===== config.mk =====
export PLATFORM = sky130hd
export DESIGN_NAME = key_event_queue_flat
export DESIGN_NICKNAME = d
export VERILOG_FILES = /design/src/rtl/key_pkg.sv /design/src/rtl/key_event_queue_if.sv /design/src/rtl/key_event_queue_sync_fifo.sv /design/src/rtl/key_event_queue.sv /design/src/flat_wrapper.sv
export SDC_FILE = /design/constraint.sdc
export NUM_CORES = 1
export LEC_CHECK = 0
export ABC_AREA = 1
export BUFFER_PORTS_ARGS = -buffer_cell sky130_fd_sc_hd__buf_4
export CORE_AREA = 2 2 122 124
export CTS_BUF_LIST = sky130_fd_sc_hd__clkbuf_8 sky130_fd_sc_hd__clkbuf_16
export DETAILED_ROUTE_END_ITERATION = 12
export DIE_AREA = 0 0 124 126
export SLEW_MARGIN = 20
export SYNTH_ARGS = -nofsm -noshare
export SYNTH_HDL_FRONTEND = slang
export SYNTH_HIERARCHICAL = 1
export SYNTH_SLANG_ARGS = --single-unit

===== constraint.sdc =====
create_clock -name clk -period 4.6 [get_ports clk]
set_input_delay 0.46 -clock clk [delete_from_list [all_inputs] [get_ports clk]]
set_output_delay 0.46 -clock clk [all_outputs]
set_load 0.03 [all_outputs]

===== src/rtl/key_pkg.sv =====
// key_pkg: scan-code tables and event class encoding shared with the application FSMs
package key_pkg;
   localparam logic [1:0] CLS_DIGIT = 2'd0;
   localparam logic [1:0] CLS_ENTER = 2'd1;
   localparam logic [1:0] CLS_SPACE = 2'd2;
   localparam logic [1:0] CLS_OTHER = 2'd3;
   localparam logic [7:0] ENTER_CODE = 8'h5A;
   localparam logic [7:0] SPACE_CODE = 8'h29;
   localparam logic [7:0] TOP_ROW [10] = '{8'h45, 8'h16, 8'h1E, 8'h26, 8'h25, 8'h2E, 8'h36, 8'h3D, 8'h3E, 8'h46};
   localparam logic [7:0] KEYPAD [10] = '{8'h70, 8'h69, 8'h72, 8'h7A, 8'h6B, 8'h73, 8'h74, 8'h6C, 8'h75, 8'h7D};
   localparam logic [14:0] EMPTY_EVENT = {CLS_DIGIT, 4'hF, 9'h000};
endpackage


===== src/rtl/key_event_queue_if.sv =====
// key_event_queue_if: decoder-side strobe inputs and consumer-side FIFO head/pop signals
interface key_event_queue_if #(parameter int DEPTH = 8);
   localparam int CW = $clog2(DEPTH) + 1;
   logic key_valid;
   logic [8:0] last_change;
   logic key_is_down;
   logic ev_pop;
   logic ev_valid;
   logic [1:0] ev_class;
   logic [3:0] ev_digit;
   logic [8:0] ev_code;
   logic [CW-1:0] count;
   logic overflow;
   logic clr_ovf;
   modport master(output key_valid, last_change, key_is_down, ev_pop, clr_ovf,
                  input ev_valid, ev_class, ev_digit, ev_code, count, overflow);
   modport slave(input key_valid, last_change, key_is_down, ev_pop, clr_ovf,
                 output ev_valid, ev_class, ev_digit, ev_code, count, overflow);
endinterface


===== src/rtl/key_event_queue_sync_fifo.sv =====
// sync_fifo: first-word-fall-through FIFO with explicit occupancy counter
module sync_fifo #(
   parameter int WIDTH = 15,
   parameter int DEPTH = 8,
   parameter logic [WIDTH-1:0] EMPTY_WORD = '0
) (
   input  logic clk,
   input  logic rst,
   input  logic push,
   input  logic pop,
   input  logic [WIDTH-1:0] wdata,
   output logic [WIDTH-1:0] rdata,
   output logic full,
   output logic empty,
   output logic [$clog2(DEPTH):0] count
);
   localparam int AW = $clog2(DEPTH);
   localparam logic [AW:0] FULL_CNT = (AW+1)'(DEPTH);
   logic [WIDTH-1:0] mem [DEPTH];
   logic [AW-1:0] wr_ptr, rd_ptr;
   logic do_push, do_pop;
   assign empty = count == '0;
   assign full = count == FULL_CNT;
   assign do_pop = pop && !empty;
   // a pop in the same cycle frees a slot, so a full FIFO still accepts the push
   assign do_push = push && (!full || do_pop);
   assign rdata = empty ? EMPTY_WORD : mem[rd_ptr];
   always_ff @(posedge clk or posedge rst)
      if (rst) begin
         wr_ptr <= '0;
         rd_ptr <= '0;
         count <= '0;
      end else begin
         if (do_push) wr_ptr <= wr_ptr + 1'b1;
         if (do_pop) rd_ptr <= rd_ptr + 1'b1;
         count <= count + (AW+1)'(do_push) - (AW+1)'(do_pop);
      end
   always_ff @(posedge clk)
      if (do_push) mem[wr_ptr] <= wdata;
endmodule


===== src/rtl/key_event_queue.sv =====
// key_event_queue: classifies make codes, filters breaks/repeats and queues events FWFT
module key_event_queue
   import key_pkg::*;
#(
   parameter int DEPTH = 8,
   parameter int FILTER_REPEAT = 1,
   parameter int KEEP_OTHER = 0
) (
   input logic clk,
   input logic rst,
   key_event_queue_if.slave bus
);
   logic [1:0] cls;
   logic [3:0] dig;
   logic held_valid, match, make, accept, push, full, empty;
   logic [8:0] held_code;
   logic [14:0] head;
   always_comb begin
      cls = bus.last_change[8] ? CLS_OTHER :
            bus.last_change[7:0] == ENTER_CODE ? CLS_ENTER :
            bus.last_change[7:0] == SPACE_CODE ? CLS_SPACE : CLS_OTHER;
      dig = 4'hF;
      for (int i = 0; i < 10; i++)
         if (!bus.last_change[8] && (bus.last_change[7:0] == TOP_ROW[i] || bus.last_change[7:0] == KEYPAD[i])) begin
            cls = CLS_DIGIT;
            dig = 4'(i);
         end
   end
   assign match = held_valid && bus.last_change == held_code;
   assign make = bus.key_valid && bus.key_is_down;
   assign accept = make && !(FILTER_REPEAT != 0 && match);
   assign push = accept && (KEEP_OTHER != 0 || cls != CLS_OTHER);
   always_ff @(posedge clk or posedge rst)
      if (rst) begin
         held_valid <= 1'b0;
         held_code <= '0;
         bus.overflow <= 1'b0;
      end else begin
         if (accept) begin
            held_valid <= 1'b1;
            held_code <= bus.last_change;
         end else if (bus.key_valid && !bus.key_is_down && match) held_valid <= 1'b0;
         // full implies non-empty, so ev_pop alone decides whether a slot frees
         bus.overflow <= (push && full && !bus.ev_pop) ? 1'b1 : bus.clr_ovf ? 1'b0 : bus.overflow;
      end
   sync_fifo #(.WIDTH(15), .DEPTH(DEPTH), .EMPTY_WORD(EMPTY_EVENT)) u_fifo (
      .clk(clk),
      .rst(rst),
      .push(push),
      .pop(bus.ev_pop),
      .wdata({cls, dig, bus.last_change}),
      .rdata(head),
      .full(full),
      .empty(empty),
      .count(bus.count)
   );
   assign bus.ev_valid = !empty;
   assign bus.ev_class = head[14:13];
   assign bus.ev_digit = head[12:9];
   assign bus.ev_code = head[8:0];
endmodule

===== src/flat_wrapper.sv =====
// flat-port wrapper written by rule: the top's interface ports become plain ports
module key_event_queue_flat import key_pkg::*;
#(
   parameter int DEPTH = 8,
   parameter int FILTER_REPEAT = 1,
   parameter int KEEP_OTHER = 0
)
  (clk, rst, bus_key_valid, bus_last_change, bus_key_is_down, bus_ev_pop, bus_clr_ovf, bus_ev_valid, bus_ev_class, bus_ev_digit, bus_ev_code, bus_count, bus_overflow);
  key_event_queue_if #(.DEPTH(DEPTH)) bus_i ();
  input logic clk;
  input logic rst;
  input wire logic [$bits(bus_i.key_valid)-1:0] bus_key_valid;
  input wire logic [$bits(bus_i.last_change)-1:0] bus_last_change;
  input wire logic [$bits(bus_i.key_is_down)-1:0] bus_key_is_down;
  input wire logic [$bits(bus_i.ev_pop)-1:0] bus_ev_pop;
  input wire logic [$bits(bus_i.clr_ovf)-1:0] bus_clr_ovf;
  output wire logic [$bits(bus_i.ev_valid)-1:0] bus_ev_valid;
  output wire logic [$bits(bus_i.ev_class)-1:0] bus_ev_class;
  output wire logic [$bits(bus_i.ev_digit)-1:0] bus_ev_digit;
  output wire logic [$bits(bus_i.ev_code)-1:0] bus_ev_code;
  output wire logic [$bits(bus_i.count)-1:0] bus_count;
  output wire logic [$bits(bus_i.overflow)-1:0] bus_overflow;
  assign bus_i.key_valid = bus_key_valid;
  assign bus_i.last_change = bus_last_change;
  assign bus_i.key_is_down = bus_key_is_down;
  assign bus_i.ev_pop = bus_ev_pop;
  assign bus_i.clr_ovf = bus_clr_ovf;
  assign bus_ev_valid = bus_i.ev_valid;
  assign bus_ev_class = bus_i.ev_class;
  assign bus_ev_digit = bus_i.ev_digit;
  assign bus_ev_code = bus_i.ev_code;
  assign bus_count = bus_i.count;
  assign bus_overflow = bus_i.overflow;
  key_event_queue #(.DEPTH(DEPTH), .FILTER_REPEAT(FILTER_REPEAT), .KEEP_OTHER(KEEP_OTHER)) u_core (.clk(clk), .rst(rst), .bus(bus_i));
endmodule

Yosys cells after proc, flatten, opt, wreduce, memory -nomap -nowiden
Memories as Yosys holds them, arrays and structs flattened. Cells that the tools add are included.

Register bits after elaboration: 21. RAM bits: 120. Bits of input ports: 15. Word-level logic and storage cells: 106. Memories: 1.

Mux-type cells: 30. Reductions and logical operators: 40. $add $sub $neg: 4. Eq/ne operators: 25.

Memory list: u_core.u_fifo.mem (depth 8, bits a word 15, rd ports 1, clocked after memory_dff 0, wr ports 1, RTL line key_event_queue_sync_fifo.sv:19) `logic [WIDTH-1:0] mem [DEPTH];`.

Operators by type and width (count): 8-bit by 7-bit equality test with 1-bit output (second input constant) (13); 8-bit by 6-bit equality test with 1-bit output (second input constant) (7); 4-bit 2-to-1 mux (10); 2-bit 2-to-1 mux (12); 1-bit logical AND (20); 8-bit by 5-bit equality test with 1-bit output (second input constant) (2); 15-bit 2-to-1 mux (1); 1-bit logical OR (11); 9-bit equality test (1); 1-bit 2-to-1 mux (7); 3-bit by 1-bit adder with 3-bit output (second input constant) (2); 1-bit logical NOT (6); 4-bit by 1-bit adder with 4-bit output (1); 4-bit equality test (second input constant) (1); 4-bit logical NOT (1); 2-bit nonzero test (2); 4-bit by 1-bit subtractor with 4-bit output (1); 2-bit inequality test (second input constant) (1).

Longest topological paths before layout
Gate-level depths: netlist of run 1.

Depth in word-level cells: 19. Mapped depth: 18. Mapped depth without buffers: 18.

Modules after synthesis
Netlist of run 1, hierarchy kept.

Modules (own cells, without submodules): sync_fifo (seq. area each 3853.7 um2, cells each 556, times used 1, area an instance 5766.8 um2); key_event_queue (seq. area each 275.3 um2, cells each 169, times used 1, area an instance 1006.0 um2).

Least setup slack after synthesis of run 1
OpenSTA, ideal clock, no wires.

Path kind: input port to flip-flop. From: input bus_last_change[7]. To: memory u_core.u_fifo.mem[0][0] (enable). Data arrival time: 2.520 ns. Data required time: 4.214 ns. Stages on the path: 13. Setup time: 0.386 ns. Path slack: 1.693 ns. Cell sequence: inv_2 -> nand2_1 -> nor2_1 -> nand2_1 -> nand2_1 -> nand2_1 -> nand2_1 -> nor2_2 -> nand4_1 -> nor2_2 -> a21oi_1 -> nand3b_2 -> nor2_1.

Elaborated cells on any way between the ends: 64. Those cells by class: 24 x eq/ne; 15 x mux; 25 x reduce/logical.

RTL lines: from (decl) (RTL line flat_wrapper.sv:13) `input wire logic [$bits(bus_i.last_change)-1:0] bus_last_change;`; 8-bit by 7-bit equality test with 1-bit output (on tied branches) (RTL line key_event_queue.sv:20, key_event_queue.sv:24); 2-bit 2-to-1 mux or 1-bit logical OR (tied branches) (RTL line key_event_queue.sv:20, key_event_queue.sv:24); 2-bit 2-to-1 mux or 1-bit logical AND (tied branches) (RTL line key_event_queue.sv:19, key_event_queue.sv:24); 2-bit 2-to-1 mux (9 in series) (RTL line key_event_queue.sv:24) `if (!bus.last_change[8] && (bus.last_change[7:0] == TOP_ROW[i] || bus.last_change[7:0] == KEYPAD[i])) begin`; 2-bit 2-to-1 mux * (RTL line key_event_queue.sv:24); named net u_core.cls[1] (RTL line key_event_queue.sv:13) `logic [1:0] cls;`; 2-bit inequality test * (RTL line key_event_queue.sv:32) `assign push = accept && (KEEP_OTHER != 0 || cls != CLS_OTHER);`; 1-bit logical AND * (RTL line key_event_queue.sv:32); named net u_core.push (RTL line key_event_queue.sv:15) `logic held_valid, match, make, accept, push, full, empty;`; 1-bit logical AND * (RTL line key_event_queue_sync_fifo.sv:26) `assign do_push = push && (!full || do_pop);`; 1-bit 2-to-1 mux * (RTL line key_event_queue_sync_fifo.sv:39) `if (do_push) mem[wr_ptr] <= wdata;`; 1-bit 2-to-1 mux (not written as such) * (RTL line key_event_queue_sync_fifo.sv:39); to (decl) (RTL line key_event_queue_sync_fifo.sv:19).

The timed path passes the listed nets; every way through them passes the cells marked *.

Final worst setup path of run 1
From: register u_core.u_fifo.rd_ptr[0]. To: output bus_ev_code[5].

Cells in the longest elaborated chain, start to end: 2.

Ends and longest elaborated chain: from (decl) (RTL line key_event_queue_sync_fifo.sv:20) `logic [AW-1:0] wr_ptr, rd_ptr;`; from (signal assigned) (RTL line key_event_queue_sync_fifo.sv:35) `if (do_pop) rd_ptr <= rd_ptr + 1'b1;`; memory read 8 x 15 bit; 15-bit 2-to-1 mux (RTL line key_event_queue_sync_fifo.sv:27) `assign rdata = empty ? EMPTY_WORD : mem[rd_ptr];`; to (decl) (RTL line flat_wrapper.sv:20) `output wire logic [$bits(bus_i.ev_code)-1:0] bus_ev_code;`.

No other way between the ends.

==> results of run 1 <==
[state kept, by name, indices dropped and copies added (netlist names)]
signal / cells
u_core/u_fifo/rd_ptr: 3
u_core/bus.overflow: 1
u_core/u_fifo/mem: 120
u_core/u_fifo/count: 4
u_core/held_valid: 1
u_core/held_code: 9
u_core/u_fifo/wr_ptr: 3
[Yosys cell counts]
cell type	count	area (µm²)
nand2_1	222	833.3
or2_1	2	12.51
inv_1	107	401.6
buf_4	7	52.55
o21ai_1	9	45.04
nand2_4	4	45.04
clkbuf_1	1	3.750
xor2_1	8	70.07
nor3b_2	1	12.51
dfrtp_1	21	525.5
nor3_1	4	20.02
nand3_1	97	485.5
nand3b_2	1	11.26
a21oi_1	5	25.02
inv_2	12	45.04
nor2_1	49	183.9
nand4_1	2	12.51
edfxtp_1	120	3603
xnor2_1	4	35.03
fa_1	1	20.02
nor4_2	1	12.51
buf_2	17	85.08
ha_1	7	87.58
nor2_2	9	56.30
buf_1	2	7.510
nand2_2	11	68.82
nor2_4	1	11.26
[cell type report]
cell class / count / area [µm²]
fillers: 1268 / 6585
flip-flops and latches: 141 / 4130
multi-input cells: 438 / 2048
inverters: 119 / 447.9
clock buffers: 17 / 425.4
repair buffers: 46 / 345.3
well taps: 184 / 230.2
clock inverters: 15 / 101.3
[layer usage]
metal  vias to the layer above  global-route usage (%)  share of wire, %
met5                         -                       0                 0
met4                         0                   7.006               1.4
li1                       2384                       -                 -
met2                       116                   33.74                49
met1                      2262                   28.79                45
met3                        18                   4.212               5.2
[final timing paths]
kind,endpoint,cells after the start
max,bus_ev_code[5],7
max reg2reg,u_core/u_fifo/count[2]$_DFF_PP0_,12
min in group clk,u_core/held_valid$_DFFE_PP0P_,3
min,u_core/held_code[1]$_DFFE_PP0P_,2
max in group asynchronous,u_core/u_fifo/rd_ptr[0]$_DFFE_PP0N_,2
min reg2reg,u_core/held_valid$_DFFE_PP0P_,2
[metrics by stage]
step / total power [mW] / utilization (%)
finish: 4.363 / 53.99
global route: 4.627 / 53.99
CTS: 4.397 / 53.99
detailed placement: 3.198 / 50.31
global placement: 3.176 / 50.31
floorplan: 2.705 / -
[cell usage in the layout, fill, tap and decap left out]
cell type,count
a21oi_1,5
buf_4,46
clkbuf_16,17
clkinv_1,1
clkinv_2,5
clkinv_4,3
clkinvlp_4,4
dfrtp_1,20
dfrtp_2,1
edfxtp_1,120
fa_1,1
ha_1,7
inv_1,108
inv_2,11
inv_6,2
nand2_1,222
nand2_2,11
nand2_4,4
nand3_1,97
nand3b_2,1
nand4_1,2
nor2_1,49
nor2_2,9
nor2_4,1
nor3_1,4
nor3b_2,1
nor4_2,1
o21ai_1,9
or2_1,2
xnor2_1,4
xor2_1,8
[power by group]
part           total [mW]  internal, mW  switching (mW)
combinational        1.62         0.538            1.08
clock                1.20         0.685           0.516
sequential           1.55          1.44           0.107
total                4.36          2.66            1.70
[logic make-up after synthesis]
family | count (synthesis) | synth area share (%)
AOI/OAI and AO/OA | 14 | 1.034
buffers and inverters | 146 | 8.794
DFF | 141 | 60.96
and+or+nand+nor | 404 | 26.07
adders and majority gates | 8 | 1.589
xor gates and xnor gates | 12 | 1.552
==> results.json, run 1 <==
{
  "slew_headroom_pct": 37.60,
  "cp.required_ns": 4.14,
  "place_inst": 928,
  "placed_area_um2": 7201,
  "hpwl_mm": 8.971,
  "clkSinkCount": 141,
  "reg2reg_slack_ns": 1.55,
  "syn_area_um2": 6773,
  "rows": 44,
  "grt.overflow.total": 0,
  "drt_iter0_drc": 360,
  "status": "completed",
  "slowest_delay_ns": 0.77,
  "crit_buf_inv": 2,
  "gp_congestion": 0.8789,
  "avgSynthCellArea_um2": 9.342,
  "die_y_um": 126,
  "whs_ns": 0.04990,
  "fmax_mhz": 313.8,
  "antenna_cells": 0,
  "yosysSeqAreaShare_pct": 60.96,
  "drive_above_1_share_pct": 15.08,
  "vdd_ir_drop_max_uv": 341.8,
  "worstMarginPinSlew_ns": 0.9288,
  "worst_slack_ns": 1.413,
  "cts_resized": 0,
  "num_vias": 4780,
  "fin_area_um2": 7729,
  "cp_slowest_cell": "clkinv_2",
  "synth-seq-cells": 141,
  "synth_cell_types": 27,
  "grt_pass1_vias": 4794,
  "start_util_pct": 47.32,
  "endpoint_kind": "output port",
  "rsz0062_at_grt": "no",
  "critPathMaxFanout": 61,
  "fin_skew_ns": 0.009999,
  "critPathLaunch": "u_core/u_fifo/rd_ptr[0]$_DFFE_PP0N_",
  "hold_path.class": "input port to asynchronous set/reset pin",
  "drt_pass1_iterations": 5,
  "core_area_um2": 14310,
  "path_delay_family": "buffers and inverters",
  "die_x_um": 124,
  "cts.hold.buffers_added": 0,
  "cts_buffers": 17,
  "maxCapViolCount": 0,
  "path_class": "flop to output port",
  "min_period_over_period_pct": 69.29,
  "drv_slew": 0,
  "arrival_ns": 2.73,
  "yosys_warnings": 6,
  "postCtsSetupRepairBufs": 0,
  "drc_errors": 0,
  "setup_viol": 0,
  "grt_pass1_wl_mm": 24.57,
  "clk_latency_ns": 0.41,
  "ant_nets": 0,
  "drt_wl_total_mm": 14.84,
  "p_per_area_nw_per_um2": 564.5,
  "die_area_um2": 15620,
  "cts_tree": "built",
  "io_buffer_count": 35,
  "finalHoldViolations": 0,
  "synth_nets": 748,
  "fin_nets": 786,
  "clkTransAtPathRegs_ns": 0.06,
  "layoutNonFillerInstCount": 960,
  "leakage_nw": 3.492,
  "finalCriticalPeriod_ns": 3.187,
  "fin_setup_tns_ns": 0,
  "pre_cts_ws_ns": 1.267,
  "ctsLongestPathBuffers": 2,
  "routed_via_density": 4.979,
  "antenna_found_initial": 0,
  "h-tree-depth": 4,
  "syn2layout_area_growth_pct": 14.11,
  "cp_cell_sequence": "clkinv_2, nand2_1, nand3_1, nand2_1, nor2_1, nor2_1, buf_4",
  "wl_per_cell_um": 15.46,
  "grt_usage_pct": 21.05,
  "critPathLaunchType": "flop",
  "grt_max_degree": 62,
  "r2r_start": "u_core/held_code[6]$_DFFE_PP0P_",
  "io_pins": 36,
  "postSynthCellCount": 725,
  "root_buffer": "clkbuf_16"
}
Note: power is estimated with default switching activity, not from simulation.
==> inputs of run 2 (changes only) <==
--- a/config.mk
+++ b/config.mk
@@ -5,12 +5,13 @@
 export SDC_FILE = /design/constraint.sdc
 export NUM_CORES = 1
 export LEC_CHECK = 0
-export ABC_AREA = 1
+export ABC_AREA = 0
 export BUFFER_PORTS_ARGS = -buffer_cell sky130_fd_sc_hd__buf_4
-export CORE_AREA = 2 2 122 124
+export CORE_AREA = 2 2 118 120
 export CTS_BUF_LIST = sky130_fd_sc_hd__clkbuf_8 sky130_fd_sc_hd__clkbuf_16
 export DETAILED_ROUTE_END_ITERATION = 12
-export DIE_AREA = 0 0 124 126
+export DIE_AREA = 0 0 120 122
+export PLACE_DENSITY = 0.66
 export SLEW_MARGIN = 20
 export SYNTH_ARGS = -nofsm -noshare
 export SYNTH_HDL_FRONTEND = slang
==> constraint.sdc (replaced) <==
create_clock -name clk -period 2.8 [get_ports clk]
set_input_delay 0.28 -clock clk [delete_from_list [all_inputs] [get_ports clk]]
set_output_delay 0.28 -clock clk [all_outputs]
set_load 0.03 [all_outputs]
==> run 2 against run 1 <==
Net effect:
- routed wire length fell by 15%
- die area fell by 6.3%
- via count fell by 26%
- worst hold slack improved by 0.11 ns
- critical endpoint is now bus_ev_code[2]
==> results.json, run 2 <==
{
  "rows": 43,
  "cp_slowest_cell": "nor2_2",
  "io_pins": 36,
  "slew_headroom_pct": 38.63,
  "synthXorXnorAreaFrac_pct": 2.384,
  "synth_top_area_cell": "edfxtp_1",
  "clkTransAtPathRegs_ns": 0.06,
  "final_cell_mix": "edfxtp_1 (120), buf_4 (85), mux4_2 (25)",
  "finalCriticalPeriod_ns": 2.619,
  "io_buffer_count": 35,
  "h-tree-depth": 4,
  "grt_pass1_vias": 3730,
  "syn2layout_area_growth_pct": 26.03,
  "antenna_found_initial": 0,
  "synth_cell_types": 63,
  "cts_buffers": 17,
  "drv_slew": 0,
  "grt.overflow.total": 0,
  "antenna_cells": 0,
  "reg2reg_slack_ns": 0.30,
  "avgSynthCellArea_um2": 17.54,
  "endpoint_kind": "output port",
  "fin_skew_ns": 0.007918,
  "syn_area_um2": 6245,
  "min_period_over_period_pct": 93.54,
  "status": "completed",
  "ctsLongestPathBuffers": 2,
  "cts_tree": "built",
  "hold_path.class": "input port to flop",
  "p_per_area_nw_per_um2": 882.2,
  "synth_mux_area_share_pct": 12.90,
  "mostFrequentLayoutCell": "edfxtp_1",
  "leakage_nw": 2.867,
  "wl_per_cell_um": 19.64,
  "grt_max_degree": 31,
  "whs_ns": 0.1624,
  "cp_cell_sequence": "inv_1, ha_1, or3b_4, inv_1, nor2_2, a22o_1, buf_4",
  "start_util_pct": 46.24,
  "crit_buf_inv": 3,
  "finalHoldViolations": 0,
  "arrival_ns": 2.34,
  "yosysMostFrequentCell": "edfxtp_1",
  "setup_viol": 0,
  "path_delay_family": "simple AND/OR/NAND/NOR gates",
  "synth_fa_ha_area_share_pct": 1.723,
  "postSynthCellCount": 356,
  "critPathLaunch": "u_core/u_fifo/count[2]$_DFF_PP0_",
  "synth.area.top_cells": "edfxtp_1 (58%), mux4_2 (9.0%), dfrtp_1 (8.4%)",
  "synth-async-reset-ratio_pct": 14.89,
  "fmax_mhz": 381.8,
  "maxCapViolCount": 0,
  "grt_usage_pct": 18.95,
  "ant_nets": 0,
  "die_y_um": 122,
  "vdd_ir_drop_max_uv": 473.3,
  "drc_errors": 0,
  "synthSimpleGateAreaFrac_pct": 7.754,
  "cp.required_ns": 2.52,
  "routed_via_density": 5.498,
  "worstMarginPinSlew_ns": 0.9136,
  "hp-start": "bus_last_change[2]",
  "dominantRegCellSynth": "edfxtp_1",
  "critPathLaunchType": "flop",
  "synth_commonest_cells": "edfxtp_1 (120), mux4_2 (25), dfrtp_1 (21), inv_1 (13), nand2_1 (12)",
  "synth_top_family_by_area": "multiplexers",
  "fillers": 1062,
  "drt_pass1_iterations": 4,
  "clk_latency_ns": 0.41,
  "critPathMaxFanout": 11,
  "cpMostUsedCell": "inv_1",
  "slowest_delay_ns": 0.50,
  "cp-endpoint": "bus_ev_code[2]",
  "place_inst": 613,
  "hpwl_mm": 8.201,
  "core_area_um2": 13500,
  "layoutNonFillerInstCount": 646,
  "largest_reg_flops": 120,
  "r2r_start": "u_core/held_code[0]$_DFFE_PP0P_",
  "num_vias": 3552,
  "path_class": "flop to output port",
  "rsz0062_at_grt": "no",
  "synth_top_area_share_pct": 57.70,
  "gp_congestion": 0.8079,
  "synth_nets": 379,
  "max_flop_register": "u_core/u_fifo/mem",
  "drive_above_1_share_pct": 40.56,
  "yosysSeqAreaShare_pct": 66.12,
  "clkSinkCount": 141,
  "grt_pass1_wl_mm": 20.19,
  "drt_iter0_drc": 306,
  "cp.depth": 7,
  "root_buffer": "clkbuf_16",
  "postCtsSetupRepairBufs": 0,
  "die_x_um": 120,
  "drt_wl_total_mm": 12.69,
  "fin_nets": 476,
  "finish.utilization_pct": 58.28,
  "r2r-end": "u_core/u_fifo/count[3]$_DFF_PP0_",
  "synth_edf_count": 120,
  "synth-seq-cells": 141,
  "yosys_warnings": 6,
  "reg2reg_depth": 9,
  "synth_compound_area_share_pct": 5.710,
  "top_regs": "u_core/u_fifo/mem: 120 flops, u_core/held_code: 9 flops, u_core/u_fifo/count: 4 flops",
  "die_area_um2": 14640
}
run 2: changes by cell type after synthesis, sizes merged, moves of 9 or more:
cell   before  now
a22o        0   11
buf        26   12
inv       119   13
mux2        0    9
nor2       59    8
nand2     237   12
nand3      97    5
mux4        0   30
run 2: where the power goes:
group          total, mW  switching [mW]  internal [mW]
clock network       2.19           0.810           1.38
logic               2.23            1.18           1.05
registers           2.52           0.155           2.37
total               6.94            2.15           4.80
run 2: kinds of logic (layout without fill, tap and decap cells):
group                    count (synthesis)  after routing
AO/OA/AOI/OAI                           44             44
adder cells (fa/ha/maj)                  8              8
buffers and inverters                   31            141
AND/OR/NAND/NOR                         75             75
XOR/XNOR                                17             17
flip-flops                             141            141
multiplexers                            40             40
run 2: how the worst min path moves through the flow:
| stage | depth (start not counted) | end | slack [ns] |
|---|---|---|---|
| finish | 2 | u_core/held_code[2]$_DFFE_PP0P_ | 0.16 |
| global route | 2 | u_core/held_code[2]$_DFFE_PP0P_ | 0.17 |
| CTS | 2 | u_core/held_code[2]$_DFFE_PP0P_ | 0.15 |
| global placement | 2 | u_core/u_fifo/count[0]$_DFF_PP0_ | 0.30 |
| floorplan | 1 | u_core/u_fifo/count[0]$_DFF_PP0_ | 0.12 |
| detailed placement | 2 | u_core/bus.overflow$_DFFE_PP0P_ | 0.31 |
run 2: layer usage:
| layer | wire length, µm | track usage (%) |
|---|---|---|
| met5 | 0 | 0 |
| met4 | 196 | 6.544 |
| met3 | 635 | 5.384 |
| met2 | 6374 | 31.18 |
| met1 | 5479 | 24.32 |
run 2: metrics by stage:
stage                     area (µm²)  setup TNS [ns]  total power, mW  setup WS (ns)
final                           7870               0            6.943         0.1808
after global routing            7870               0            7.269        0.03047
after CTS                       7866               0            7.044         0.1174
after detailed placement        7272          -13.36            4.840        -0.2773
after global placement          7272          -13.70            4.813        -0.2172
after floorplan                 6380          -7.797            4.179        -0.2687
run 2: worst reg2reg max path: cells and delay by family (launching register included):
kind | cells | cell delay, ns
AO/OA/AOI/OAI | 4 | 0.73
AND/OR/NAND/NOR | 2 | 0.72
XOR/XNOR | 2 | 0.33
adder cells (fa/ha/maj) | 1 | 0.27
flip-flops | 1 | 0.38
run 2: final cells by class:
type                            count  area (µm²)  area share [%]
Clock buffer                       17       425.4           5.405
Clock inverter                     15       156.4           1.987
Inverter                           13       48.80          0.6200
Multi-Input combinational cell    184        2036           25.87
Sequential cell                   141        4130           52.48
Tap cell                          180       225.2           2.862
Timing Repair Buffer               96       848.3           10.78
run 2: what timing repair did:
| action | in CTS | in global routing |
|---|---|---|
| resized for setup | 1 | 1 |
| pin swaps | 0 | 0 |
| hold endpoints to repair | 21 | 0 |
| setup endpoints to repair | 11 | 1 |
| hold buffers | 1 | 0 |
